===== src/rtl/uart_tx_arb.sv =====
// rtl/uart_tx_arb.sv - round-robin scheduler sharing one UART TX serializer among NREQ byte producers
module uart_tx_arb #(
  parameter int NREQ    = 4,
  parameter int DBIT    = 8,
  parameter int GAP_CLK = 0
) (
  input  logic                     clk,
  input  logic                     rst,
  input  logic [NREQ-1:0]          req_valid,
  input  logic [NREQ*DBIT-1:0]     req_data,
  output logic [NREQ-1:0]          req_ready,
  output logic                     tx_start,
  output logic [DBIT-1:0]          tx_din,
  input  logic                     tx_done_tick,
  output logic                     busy,
  output logic [$clog2(NREQ)-1:0]  grant_id,
  output logic                     frame_done
);

  localparam int IDW = $clog2(NREQ);
  localparam int CW  = (GAP_CLK > 1) ? $clog2(GAP_CLK) : 1;

  typedef enum logic [1:0] {S_IDLE, S_LAUNCH, S_WAIT, S_GAP} state_t;

  state_t          state_q;
  logic [IDW-1:0]  last_q;
  logic [IDW-1:0]  grant_q;
  logic [DBIT-1:0] hold_q;
  logic [CW-1:0]   gap_q;
  logic            start_q;

  logic [IDW-1:0]  win_d;
  logic            win_found_d;
  logic [IDW-1:0]  cand;

  // Search starts just after the last winner so every requester gets a turn.
  always_comb begin
    win_d       = '0;
    win_found_d = 1'b0;
    cand        = '0;
    for (int k = 1; k <= NREQ; k++) begin
      cand = IDW'((int'(last_q) + k) % NREQ);
      if (!win_found_d && req_valid[cand]) begin
        win_found_d = 1'b1;
        win_d       = cand;
      end
    end
  end

  always_ff @(posedge clk) begin
    if (rst) begin
      state_q <= S_IDLE;
      last_q  <= IDW'(NREQ - 1);
      grant_q <= '0;
      hold_q  <= '0;
      gap_q   <= '0;
      start_q <= 1'b0;
    end else begin
      start_q <= 1'b0;
      case (state_q)
        S_IDLE: begin
          if (win_found_d) begin
            hold_q  <= req_data[int'(win_d)*DBIT +: DBIT];
            grant_q <= win_d;
            last_q  <= win_d;
            start_q <= 1'b1;
            state_q <= S_LAUNCH;
          end
        end
        S_LAUNCH: state_q <= S_WAIT;
        S_WAIT: begin
          if (tx_done_tick) begin
            if (GAP_CLK > 0) begin
              gap_q   <= CW'(GAP_CLK - 1);
              state_q <= S_GAP;
            end else begin
              state_q <= S_IDLE;
            end
          end
        end
        S_GAP: begin
          if (gap_q == '0) state_q <= S_IDLE;
          else             gap_q   <= gap_q - 1'b1;
        end
        default: state_q <= S_IDLE;
      endcase
    end
  end

  assign req_ready  = (state_q == S_IDLE && win_found_d && !rst)
                      ? ({{(NREQ-1){1'b0}}, 1'b1} << win_d) : '0;
  assign tx_start   = start_q;
  assign tx_din     = hold_q;
  assign busy       = (state_q != S_IDLE);
  assign grant_id   = grant_q;
  assign frame_done = (state_q == S_WAIT) && tx_done_tick && !rst;

endmodule

===== config.mk =====
export PLATFORM = sky130hd
export DESIGN_NAME = uart_tx_arb
export DESIGN_NICKNAME = d
export VERILOG_FILES = /design/src/rtl/uart_tx_arb.sv
export SDC_FILE = /design/constraint.sdc
export NUM_CORES = 1
export LEC_CHECK = 0
export ABC_AREA = 1
export ABC_CLOCK_PERIOD_IN_PS = 7800
export CORE_UTILIZATION = 46
export CTS_BUF_LIST = sky130_fd_sc_hd__clkbuf_8
export CTS_CLUSTER_SIZE = 16
export DETAILED_ROUTE_END_ITERATION = 8
export GPL_TIMING_DRIVEN = 1
export PLACE_DENSITY = 0.88
export SLEW_MARGIN = 30
export SYNTH_ARGS = -nofsm -noshare
export SYNTH_HDL_FRONTEND = slang
export SYNTH_SLANG_ARGS = --single-unit

===== constraint.sdc =====
create_clock -name clk -period 7.8 [get_ports clk]
set_input_delay 2.34 -clock clk [delete_from_list [all_inputs] [get_ports clk]]
set_output_delay 2.34 -clock clk [all_outputs]
set_load 0.03 [all_outputs]

==> run summary, run 1 <==
The worst min-delay path class is reg -> reg. The DRC marker count from the first detailed-route iteration is 33. The number of distinct library cell variants in the gate-level netlist after synthesis is 25. Setup total negative slack on the finished layout was measured at 0 ns. The placed wire-length estimate came out at 2.51 mm.

The net count reported at finish came out at 274. The routability congestion estimate from global placement is 0.836. The cell count after synthesis came out at 182. The cts-stage hold buffer count came out at 0. The residual antenna-violating net count after detailed routing came out at 0. The area growth from synthesis to layout is 47.6%. The count of yosys warnings during synthesis is 0. A synthesized cell averages 6.69 sq um.

The slowest stage of the critical path belongs to the cell sky130_fd_sc_hd__clkdlybuf4s50_1. After filler insertion, the fill cell instance count of the layout stands at 215. The buffer depth of the longest clock path is 2.

The count of port buffers added during placement is 55. The CTS tree is built. The sequential cell area in the final layout is 300 sq um. The total length of routed wires is 3.28 mm. The CTS H-tree depth is 1. The number of nets handed over by synthesis was 221.

The post-route netlist has 19.7% of its cells at a drive strength greater than 1. The worst setup path is launched from an input pin. The pin slew with the least headroom to its limit is 0.391 ns. The part of the cycle the worst path needs came out at 92.4%. The number of antenna violations at the first check in global routing came out at 0. The main flop type after synthesis is sky130_fd_sc_hd__dfxtp_1. The total of cells resized after clock tree synthesis is 0. In the layout the commonest cells are sky130_fd_sc_hd__clkdlybuf4s50_1, sky130_fd_sc_hd__nand2_1, sky130_fd_sc_hd__nand3_1, sky130_fd_sc_hd__dfxtp_1, sky130_fd_sc_hd__nor2_2. The synthesized design contains 0 enable-type register cells.

The most numerous cell type found on the critical path is sky130_fd_sc_hd__nand2_1. Dividing the detail-routed via count by the number of cells gives 5.18. In this run the critical register-to-register path is launched from last_q[0]$_SDFFE_PP1P_.

The clock tree root driver cell is sky130_fd_sc_hd__clkbuf_8. The worst reg2reg path endpoint is tx_din[4]$_SDFFE_PP0P_. The internal reg-to-reg setup slack came out at 5.66 ns.

The number of rows created at floorplan came out at 18. The floorplan step defined a die boundary enclosing 0.00286 sq mm. The flip-flop and latch count after synthesis is 15. The highest net fanout along the worst path is 21. The total iterations of the first detailed-routing run is 4. Entering global routing, the biggest net connects 22 pins. The detail-routed net length per standard cell came out at 12.4 microns. In this run the standard cell core region covers 0.00250 sq mm.

The clock reaches the later pin of the worst-skew pair after 0.26 ns. The number of top-level pins is 56. The share of flip-flops with an asynchronous set or reset came out at 0%. The number of global-route vias before repair came out at 1172. The worst hold path terminates at grant_id[0]$_SDFFE_PP0P_.

The worst IR drop on VDD came out at 0.000331 V. For the worst setup path, the data required time is 5.46 ns. The die is 53.4 microns wide. The post-CTS repair timing setup buffer count is 0. The peak clock frequency supported by timing is 139 MHz.

The time the final worst path needs with I/O delays and setup came out at 7.21 ns. In the final layout, the multi-input gates occupy 793 sq um. The final max-slew violation count came to 0. Counting both buffers and inverters, the worst setup path holds a total of 4. The die height came out at 53.4 microns. The overall via count from detail_route is 1367. The reported max-cap violation count came out at 0. The clock slew seen by the registers of the worst setup and hold paths is 0.06 ns. The number of sinks on the clock net is 15.

The cell area after technology mapping is 0.00122 sq mm. The worst setup path is of the in -> out kind. The cell depth of the worst hold path is 2. Walking the worst path, the cells encountered are clkdlybuf4s50_1 > nand2_1 > nand2_1 > nand2_1 > nand2_1 > inv_2 > nand4_1 > nand2_1 > inv_2 > nand2_1 > nor3_1 > clkdlybuf4s50_1. The residual DRC count came out at 0. The most common cell after layout, fill and taps aside is sky130_fd_sc_hd__clkdlybuf4s50_1. For this run, the slowest stage of the critical path takes 0.69 ns. The power density over the cells came out at 488 mW/mm^2. The flow ran to the end, and the final reports show no timing, DRC or antenna violations.

The worst hold path startpoint is grant_id[0]$_SDFFE_PP0P_. The cell depth of the worst flop-to-flop path is 14. The first-pass GRT wire length is 5.00 mm. The CTS buffer count came out at 3. Setup repair after global routing left no endpoint under its margin. The worst setup path is captured at a primary output. The number of setup violations in the final report is 0. The count of endpoints failing hold in the final timing report is 0. The analysis attributes to cell leakage a power of 0.780 nW. The leftover overflow at the end of global routing came out at 0. The setup skew after layout came out at 0.00632 ns. The number of antenna diodes is 0. Power comes to 0.877 mW. For the worst setup path, the data arrival time is 4.87 ns. For this configuration, the core starts out at a cell density of 48.7%. The max-slew headroom at the worst pin is 73.9%. The post-synthesis sequential area ratio came out at 24.7%. The total global-route track usage came out at 24.8%. The kind of cell with the highest combined delay along the critical path is buffers and inverters.
cells by family after synthesis:
kind of cell	after synthesis	share of synthesized area, %
AND/OR/NAND/NOR	130	57.8
buffers and inverters	22	10.2
flip-flops	15	24.7
AO/OA/AOI/OAI	15	7.40
registers in the layout (all words and copies together) (netlist names):
| signal | flops |
|---|---|
| tx_din | 8 |
| grant_id | 2 |
| tx_start | 1 |
| last_q | 2 |
| state_q | 2 |
cell usage after synthesis (2+ instances only):
cell                       count  area, sq um
sky130_fd_sc_hd__a21oi_1       3         15.0
sky130_fd_sc_hd__dfxtp_1      15          300
sky130_fd_sc_hd__nor3_1        6         30.0
sky130_fd_sc_hd__nor2_4        2         22.5
sky130_fd_sc_hd__nor2_8        2         40.0
sky130_fd_sc_hd__nand3_1      30          150
sky130_fd_sc_hd__nand4_1       4         25.0
sky130_fd_sc_hd__o21ai_0       8         40.0
sky130_fd_sc_hd__nor2_2       12         75.1
sky130_fd_sc_hd__nand2_4       2         22.5
sky130_fd_sc_hd__inv_1         8         30.0
sky130_fd_sc_hd__buf_6         3         33.8
sky130_fd_sc_hd__nor2_1        7         26.3
sky130_fd_sc_hd__o211ai_1      2         15.0
sky130_fd_sc_hd__nand3_2       7         70.1
sky130_fd_sc_hd__clkbuf_1      3         11.3
sky130_fd_sc_hd__nand2_2       8         50.1
sky130_fd_sc_hd__inv_2         4         15.0
sky130_fd_sc_hd__buf_2         2         10.0
sky130_fd_sc_hd__nand2_1      49          184
worst max-delay path by stage:
stage                 start            to  depth (start not counted)
5_1_grt        req_valid[0]  req_ready[0]                         12
4_1_cts        req_valid[0]  req_ready[3]                         12
3_5_place_dp   req_valid[0]  req_ready[1]                         12
3_3_place_gp   req_valid[3]  req_ready[1]                         12
6_report       req_valid[2]  req_ready[3]                         12
2_1_floorplan  req_valid[3]  req_ready[1]                         11
report_power, final:
| part | switching, mW | leakage, nW | total, mW | internal, mW |
|---|---|---|---|---|
| combinational | 0.439 | 0.629 | 0.679 | 0.239 |
| clock | 0.0302 | 0.0255 | 0.0657 | 0.0355 |
| sequential | 0.0234 | 0.125 | 0.133 | 0.110 |
| total | 0.493 | 0.780 | 0.877 | 0.384 |
metrics by stage:
step	utilization [%]	cell area [sq um]	setup slack [ns]	hold WS [ns]	cells
floorplan	-	1220	1.51	0.500	182
global route	71.9	1800	0.346	0.498	264
global placement	70.0	1750	0.660	0.454	260
detailed placement	70.0	1750	0.623	0.458	260
finish	71.9	1800	0.592	0.465	264
CTS	71.9	1800	0.619	0.468	264
worst reg2reg max path: cells and delay by family (launching register included):
family	cells	cell delay (ns)
buffers and inverters	2	0.35
DFF	1	0.55
and+or+nand+nor	12	1.14
per-layer routing:
metal  track usage (%)  wire [microns]  vias up
li1                  -               -      703
met2              41.7            1570       37
met5                 0               0        -
met4              11.0              65        0
met1              30.1            1490      620
met3              4.60             145        7
area by class of cell:
cell class | instances | share of cell area (%)
inverters | 13 | 2.99
multi-input cells | 145 | 44.2
repair buffers | 57 | 31.5
clock buffers | 3 | 2.30
clock inverters | 1 | 0.279
well taps | 30 | 2.09
flip-flops and latches | 15 | 16.7
(Power assumes the default switching activity.)
==> run 2: changes to the inputs <==
CTS_CLUSTER_SIZE = unset   (was 16)
==> results of run 2 <==
Final layout, timing and power as in run 1 (identical DEF).
==> run 3: changes to the inputs <==
GPL_ROUTABILITY_DRIVEN = 0   (was unset)
GPL_TIMING_DRIVEN = unset   (was 1)
==> results of run 3 <==
Final layout, timing and power as in run 1 (identical DEF).
